--- src/rtl/roc_fifo_event_reader.sv ---
// roc_fifo_event_reader: forwards header+payload events from a ROC FIFO into the EW_FIFO,
// checking tag continuity and truncating events that stall past TIMEOUT_CYC.
module roc_fifo_event_reader #(
  parameter int TIMEOUT_CYC    = 1024,
  parameter int DIGI_BITS      = 32,
  parameter int SPILL_TAG_BITS = 20
) (
  input  logic                      serdesclk,
  input  logic                      serdesclk_resetn,
  input  logic                      enable,
  input  logic                      roc_empty,
  output logic                      roc_re,
  input  logic [DIGI_BITS-1:0]      roc_data,
  input  logic                      ew_full,
  output logic                      ew_we,
  output logic [DIGI_BITS-1:0]      ew_data,
  output logic                      ew_done,
  output logic [11:0]               ew_size,
  output logic [SPILL_TAG_BITS-1:0] ew_tag,
  output logic [15:0]               evt_cnt,
  output logic                      tag_error,
  output logic                      trunc_error,
  input  logic                      clear_err
);
  localparam int SW = $clog2(TIMEOUT_CYC + 1);
  typedef enum logic [1:0] {IDLE, HDR, PAYLOAD, DONE} state_t;
  state_t                    state;
  logic [11:0]               size, iss, fwd, hdr_size, fwd_nx;
  logic [SW-1:0]             stall;
  logic [SPILL_TAG_BITS-1:0] tag, exp_tag, hdr_tag;
  logic                      rd_d, armed, start, pay_re, stalled, timeout, to_done;
  assign hdr_size = roc_data[31:20];
  assign hdr_tag  = roc_data[SPILL_TAG_BITS-1:0];
  assign start    = state == IDLE && enable && !roc_empty && !ew_full;
  assign pay_re   = state == PAYLOAD && iss < size && !roc_empty && !ew_full;
  // Reads must never be issued while held in reset, even with a live upstream FIFO.
  assign roc_re   = serdesclk_resetn && (start || pay_re);
  assign ew_we    = state == HDR || rd_d;
  assign ew_data  = ew_we ? roc_data : '0;
  assign stalled  = state == PAYLOAD && iss < size && !pay_re;
  assign timeout  = stalled && stall == SW'(TIMEOUT_CYC - 1);
  assign fwd_nx   = fwd + 12'(rd_d);
  assign to_done  = (state == HDR && hdr_size == 12'd0) ||
                    (state == PAYLOAD && (timeout || iss == size));
  always_ff @(posedge serdesclk or negedge serdesclk_resetn) begin
    if (!serdesclk_resetn) begin
      state       <= IDLE;
      size        <= '0;
      iss         <= '0;
      fwd         <= '0;
      stall       <= '0;
      tag         <= '0;
      exp_tag     <= '0;
      armed       <= 1'b0;
      rd_d        <= 1'b0;
      ew_done     <= 1'b0;
      ew_size     <= '0;
      ew_tag      <= '0;
      evt_cnt     <= '0;
      tag_error   <= 1'b0;
      trunc_error <= 1'b0;
    end else begin
      state <= state == IDLE    ? (start ? HDR : IDLE) :
               state == HDR     ? (hdr_size == 12'd0 ? DONE : PAYLOAD) :
               state == PAYLOAD ? (to_done ? DONE : PAYLOAD) : IDLE;
      ew_done <= to_done;
      if (to_done) begin
        ew_size <= state == HDR ? 12'd0 : fwd_nx;
        ew_tag  <= state == HDR ? hdr_tag : tag;
        evt_cnt <= evt_cnt + 16'd1;
      end
      rd_d <= pay_re;
      if (pay_re) begin
        iss   <= iss + 12'd1;
        stall <= '0;
      end else if (stalled) stall <= stall + 1'b1;
      if (rd_d) fwd <= fwd + 12'd1;
      tag_error   <= (state == HDR && armed && hdr_tag != exp_tag) || (tag_error && !clear_err);
      trunc_error <= timeout || (trunc_error && !clear_err);
      if (state == HDR) begin
        size    <= hdr_size;
        tag     <= hdr_tag;
        iss     <= '0;
        fwd     <= '0;
        stall   <= '0;
        exp_tag <= hdr_tag + 1'b1;
        armed   <= 1'b1;
      end
    end
  end
endmodule

--- config.mk ---
export PLATFORM = sky130hd
export DESIGN_NAME = roc_fifo_event_reader
export DESIGN_NICKNAME = d
export VERILOG_FILES = /design/src/rtl/roc_fifo_event_reader.sv
export SDC_FILE = /design/constraint.sdc
export NUM_CORES = 1
export LEC_CHECK = 0
export CORE_MARGIN = 5
export CORE_UTILIZATION = 45
export DETAILED_ROUTE_END_ITERATION = 16
export PLACE_DENSITY = 0.82
export SLEW_MARGIN = 10
export SYNTH_ARGS = -nofsm -noshare
export SYNTH_HDL_FRONTEND = slang
export SYNTH_SLANG_ARGS = --single-unit
--- constraint.sdc ---
create_clock -name serdesclk -period 2.14 [get_ports serdesclk]
set_input_delay 0.428 -clock serdesclk [delete_from_list [all_inputs] [get_ports serdesclk]]
set_output_delay 0.428 -clock serdesclk [all_outputs]
set_load 0.03 [all_outputs]
### Word level (Yosys, flattened, before mapping)

Index checks and enable logic that the tools add are counted.

* register bits: 142
* input port bits: 38
* output and inout port bits: 85

* add/sub/neg operators: 6
* $lt $le $gt $ge: 1
* eq/ne operators: 5
* multiplexer cells: 16
* reductions and logical operators: 30

Operator list (number)
* 2-to-1 mux 12 bit: 5
* 2-to-1 mux 11 bit: 3
* 2-to-1 mux 32 bit: 1
* adder 12 x 1 -> 12 bit (second input constant): 2
* adder 20 x 1 -> 20 bit (second input constant): 1
* 2-to-1 mux 20 bit: 1
* inequality test 20 bit: 1
* adder 16 x 1 -> 16 bit (second input constant): 1
* logical AND 1 bit: 15
* adder 12 x 1 -> 12 bit: 1
* == test 12 bit: 1
* zero test 12 bit: 1
* less-than comparator 12 bit: 1
* adder 11 x 1 -> 11 bit (second input constant): 1
* == test 11 x 10 -> 1 bit (second input constant): 1
* logical OR 1 bit: 6
* 2-to-1 mux 2 bit: 3
* zero test 1 bit: 4
* nonzero test 2 bit: 2
* 2-to-1 mux 1 bit: 3
* nonzero test 3 bit: 1
* == test 2 x 1 -> 1 bit (second input constant): 1
* == test 2 bit (second input constant): 1
* zero test 2 bit: 1

### Logic depth before layout (Yosys ltp)

* depth in word-level cells: 14
* depth in mapped cells: 10
* gate-level depth less buffers: 8

### Worst setup path after synthesis

No wires, ideal clock.

* kind: reg2out
* from: register iss[9]
* to: output roc_re
* arrival time: 2.204 ns
* data required time: 1.712 ns
* slack: -0.492 ns
* cell stages (with the launch flop): 9
* cell sequence: dfrtp_1 > ha_1 > and3_1 > o21ai_1 > and2_1 > nand3_2 > clkbuf_1 > clkbuf_1 > a21oi_1

* word-level cells in the longest chain between the ends: 6

RTL lines
* start, declared: RTL line 28 `logic [11:0] size, iss, fwd, hdr_size, fwd_nx;`
* start signal, assigned: RTL line 74 `iss <= iss + 12'd1;`
* less-than comparator 12 bit: RTL line 35 `assign pay_re = state == PAYLOAD && iss < size && !roc_empty && !ew_full;`
* logical AND 1 bit (3 in a row): RTL line 35
* logical OR 1 bit: RTL line 37 `assign roc_re = serdesclk_resetn && (start || pay_re);`
* logical AND 1 bit: RTL line 37
* end, declared: RTL line 12 `output logic roc_re,`

No other way between the ends.

### Worst setup path after layout

* from: register iss[11]
* to: output roc_re

The elaborated chain is that of the path after synthesis.

==> implementation parameters <==
Parameter                              Value

Setup path
  Type of the worst setup path    reg2out
  RR Endpoint    stall[3]
  Kind of capture point of the worst setup path    output port
  Logic depth of the worst register-to-register path    10
  Slowest Stage Delay on Critical Path    roughly 0.43 ns
  Startpoint class of the critical path    flop
  Capture point of the critical path    roc_re
  Highest-delay cell along the critical path    dfrtp_1
  Launch point of the worst reg-to-reg path    size[10]
  Critical path origin    iss[11]
  Reg2Reg Setup Slack    -0.30 ns
  Max Fanout on Critical Path    3
  Crit path cell chain    ha_4 > nand4_1 > buf_4 > inv_2 > nand2_2 > nand3_4 > a21oi_4 > buf_12
  Crit path DAT    2.07 ns
  Data required time at the worst endpoint    1.71 ns

STA
  Final worst clock skew    0.00911 ns
  Setup repair after global routing missed its margin    yes
  Actual transition at the worst max-transition pin    0.848 ns
  Count of endpoints failing setup in the final report    approximately 100
  Fraction of the cycle the final worst path needs    117%
  Final Critical Period    2.50 ns
  Pins over their slew limit    0
  Slew Limit Headroom    43.5%
  Final worst-path setup slack    -0.357 ns
  FMAX    400 MHz
  Fin Setup TNS    -20.48 ns
  Number of hold-slack violations in the final timing report    0

Placed design
  Dpl ws    -0.606 ns
  DP HPWL    13000 um
  Total of buffers placed on input and output ports    around 120
  Instance area at placement    9380 um^2
  Last weighted congestion value of the routability-driven placer    0.825

Yosys
  Cell type with the highest aggregate area in the netlist    dfrtp_1
  Mean cell area of the mapped netlist    9.49 um^2
  Post-synthesis instance area    slightly above 7000 um^2
  Share of Yosys cell area claimed by the top area cell type    49.1%
  Number of synthesized register bits    about 140
  EDFF count, synth    0
  Unique masters post-synth    51
  Async S/R FF share, synth    between 90% and 100%
  Nets in the synthesized netlist    between 800 and 900
  Largest cells by area after synthesis    dfrtp_1 (49%), nor2_1 (6.5%), xnor2_1 (4.7%), xor2_1 (4.1%), mux2_2 (3.9%)
  Gate count after technology mapping    762
  Synth warnings    0
  Most common library cells after synthesis    dfrtp_1 (142), nor2_1 (126), nand2_1 (59)
  Most instantiated library cell after synthesis    dfrtp_1
  Ys flop type    dfrtp_1
  Portion of the post-synthesis area used by sequential elements    49.1%

Routing
  Average wire per cell in the routed design    17.7 um
  Antenna viol nets, final    0
  Total wire length after detailed routing    21700 um
  DRC violations left    0
  Number of DRC markers in iteration 0    522
  Number of vias in the routed layout    6501
  Vias per cell    between 5 and 6
  DRT Pass-1 Iters    6

Clock tree
  Maximum count of clock buffers along a single path    2
  CTS hold repair buffers    0
  Cell chosen for the clock root    clkbuf_16
  Clock tree from TritonCTS    yes
  Number of CTS-inserted buffers    17
  Clock transition at the registers of the reported paths    0.06 ns
  Number of clock sinks    142
  CTS H-tree depth    4
  Later-pin clock latency in the skew report    0.43 ns

Pwr
  Cell-internal power    between 7 and 8 mW
  Sequential power share    roughly 33%
  Switching Share    35.8%
  Cell leakage power    4.79 nW
  Power density cells    1010 nW/um^2
  Part of the power in combinational logic    40.7%
  Switching power summed over all nets    3.93 mW
  Sum of internal, switching and leakage power    11.0 mW
  Highest ir drop seen on vdd    ~0.6 mV
  Share of total power in the clock network    26.2%

GRT
  All-Layer GR Usage    21.6%
  Maximum number of pins on one net before global-route repair    143
  Via count of the first global-routing pass    6446
  Global-route wire length before repair    31800 um
  Number of antenna violations at the first check in global routing    0
  Total overflow reported by the global router    0

Min path
  Worst min path class    in2async

Floorplanning
  Site Rows    between 40 and 50
  Boundary pin count    between 100 and 150
  Total core area    15800 um^2
  Chip width    137 um
  Vertical die dimension    around 140 um
  Starting density of the core    45.7%
  Die area    18700 um^2

Finish
  Share of post-route cells with drive strength above 1    32.0%
  Fraction of the core area covered by cells at the end of the flow    68.7%
  Number of nets at the end of the flow    1056
  Antenna Cells    0
  Final design instance area without fill    roughly 11000 um^2
  Synth-to-layout area growth    50.3%

Run status
  Result of the run    finished with violations
  Failing checks    setup timing

Run
  Max-cap violations    0
-- stage by stage --
stage / cells / hold WS (ns)
finish: 1225 / 0.0593
global route: 1225 / 0.211
CTS: 1210 / 0.180
detailed placement: 1163 / 0.455
global placement: 1163 / 0.446
floorplan: 762 / 0.132
-- repair_timing --
| action | in CTS | in global routing |
|---|---|---|
| cloned | 4 | 2 |
| setup buffers | 11 | 18 |
| gates resized for setup | 35 | 139 |
| pin swaps | 10 | 15 |
| setup endpoints to repair | 100 | 102 |
-- layout make-up --
| cell class | instances | area [um^2] |
|---|---|---|
| fill | 1077 | 4950 |
| multi-input combinational | 552 | 3880 |
| sequential | 142 | 3550 |
| timing repair buffer | 254 | 2480 |
| clock buffer | 18 | 429 |
| tap | 216 | 270 |
| clock inverter | 14 | 144 |
| inverter | 29 | 109 |
-- flip-flops by register name (all words and copies together) (netlist names) --
signal and cells:
ew_tag 20, exp_tag 20, tag 20, evt_cnt 16
ew_size 12, fwd 12, iss 12, size 12
stall 11, state 2, armed 1, ew_done 1
rd_d 1, tag_error 1, trunc_error 1
-- worst min-delay path by stage --
stage / cells past startpoint / start / endpoint / slack [ns]
2_1_floorplan: 0 / serdesclk_resetn / armed / 0.13
3_3_place_gp: 1 / armed / armed / 0.45
3_5_place_dp: 1 / armed / armed / 0.45
4_1_cts: 2 / serdesclk_resetn / iss[5] / 0.18
5_1_grt: 2 / serdesclk_resetn / size[3] / 0.21
6_report: 2 / serdesclk_resetn / size[3] / 0.06
-- power by group through the flow --
stage | clock [mW] | sequential (mW) | combinational (mW)
after floorplan | 0 | 3.66 | 2.06
after global placement | 0 | 3.61 | 3.40
after detailed placement | 0 | 3.65 | 3.50
after CTS | 2.92 | 3.62 | 3.86
after global routing | 3.03 | 3.69 | 4.79
final | 2.88 | 3.64 | 4.47
-- per-layer routing --
metal / wire length [um] / global-route usage (%) / up-vias
li1: - / - / 3043
met1: 8880 / 27.8 / 3151
met2: 10800 / 35.4 / 247
met3: 1330 / 5.81 / 60
met4: 656 / 7.71 / 0
met5: 0 / 0 / -
-- worst max-delay path: cells and delay by family, from the launching register on --
kind,cells,cell delay [ns]
AOI/OAI and AO/OA,1,0.07
adders and majority gates,1,0.30
buffers and inverters,3,0.42
DFF,1,0.43
and+or+nand+nor,3,0.42
-- logic make-up after synthesis --
group / count (synthesis) / share of synthesized area, %
and+or+nand+nor: 328 / 22.5
DFF: 142 / 49.1
AOI/OAI and AO/OA: 101 / 7.70
xor gates and xnor gates: 73 / 8.84
buffers and inverters: 68 / 3.77
muxes: 28 / 4.31
adders and majority gates: 22 / 3.81
-- cells in the final DEF, fill, tap and decap left out, drive strengths merged, types with 3 or more instances in the layout --
cell and n:
and3 11, nor2 126, nand3 29, ha 22, nor3 8, or4b 5, inv 30, xor2 34
dfrtp 142, clkinv 9, o21ai 44, buf 164, a21oi 43, nand4b 3, or4 5, xnor2 39
nand2 59, nand4 19, a31oi 3, clkbuf 20, and2 4, nor4 6, mux2 25, mux2i 3
nor2b 35, clkdlybuf4s50 87, or3 9
Power figures use the tool's default switching activity.
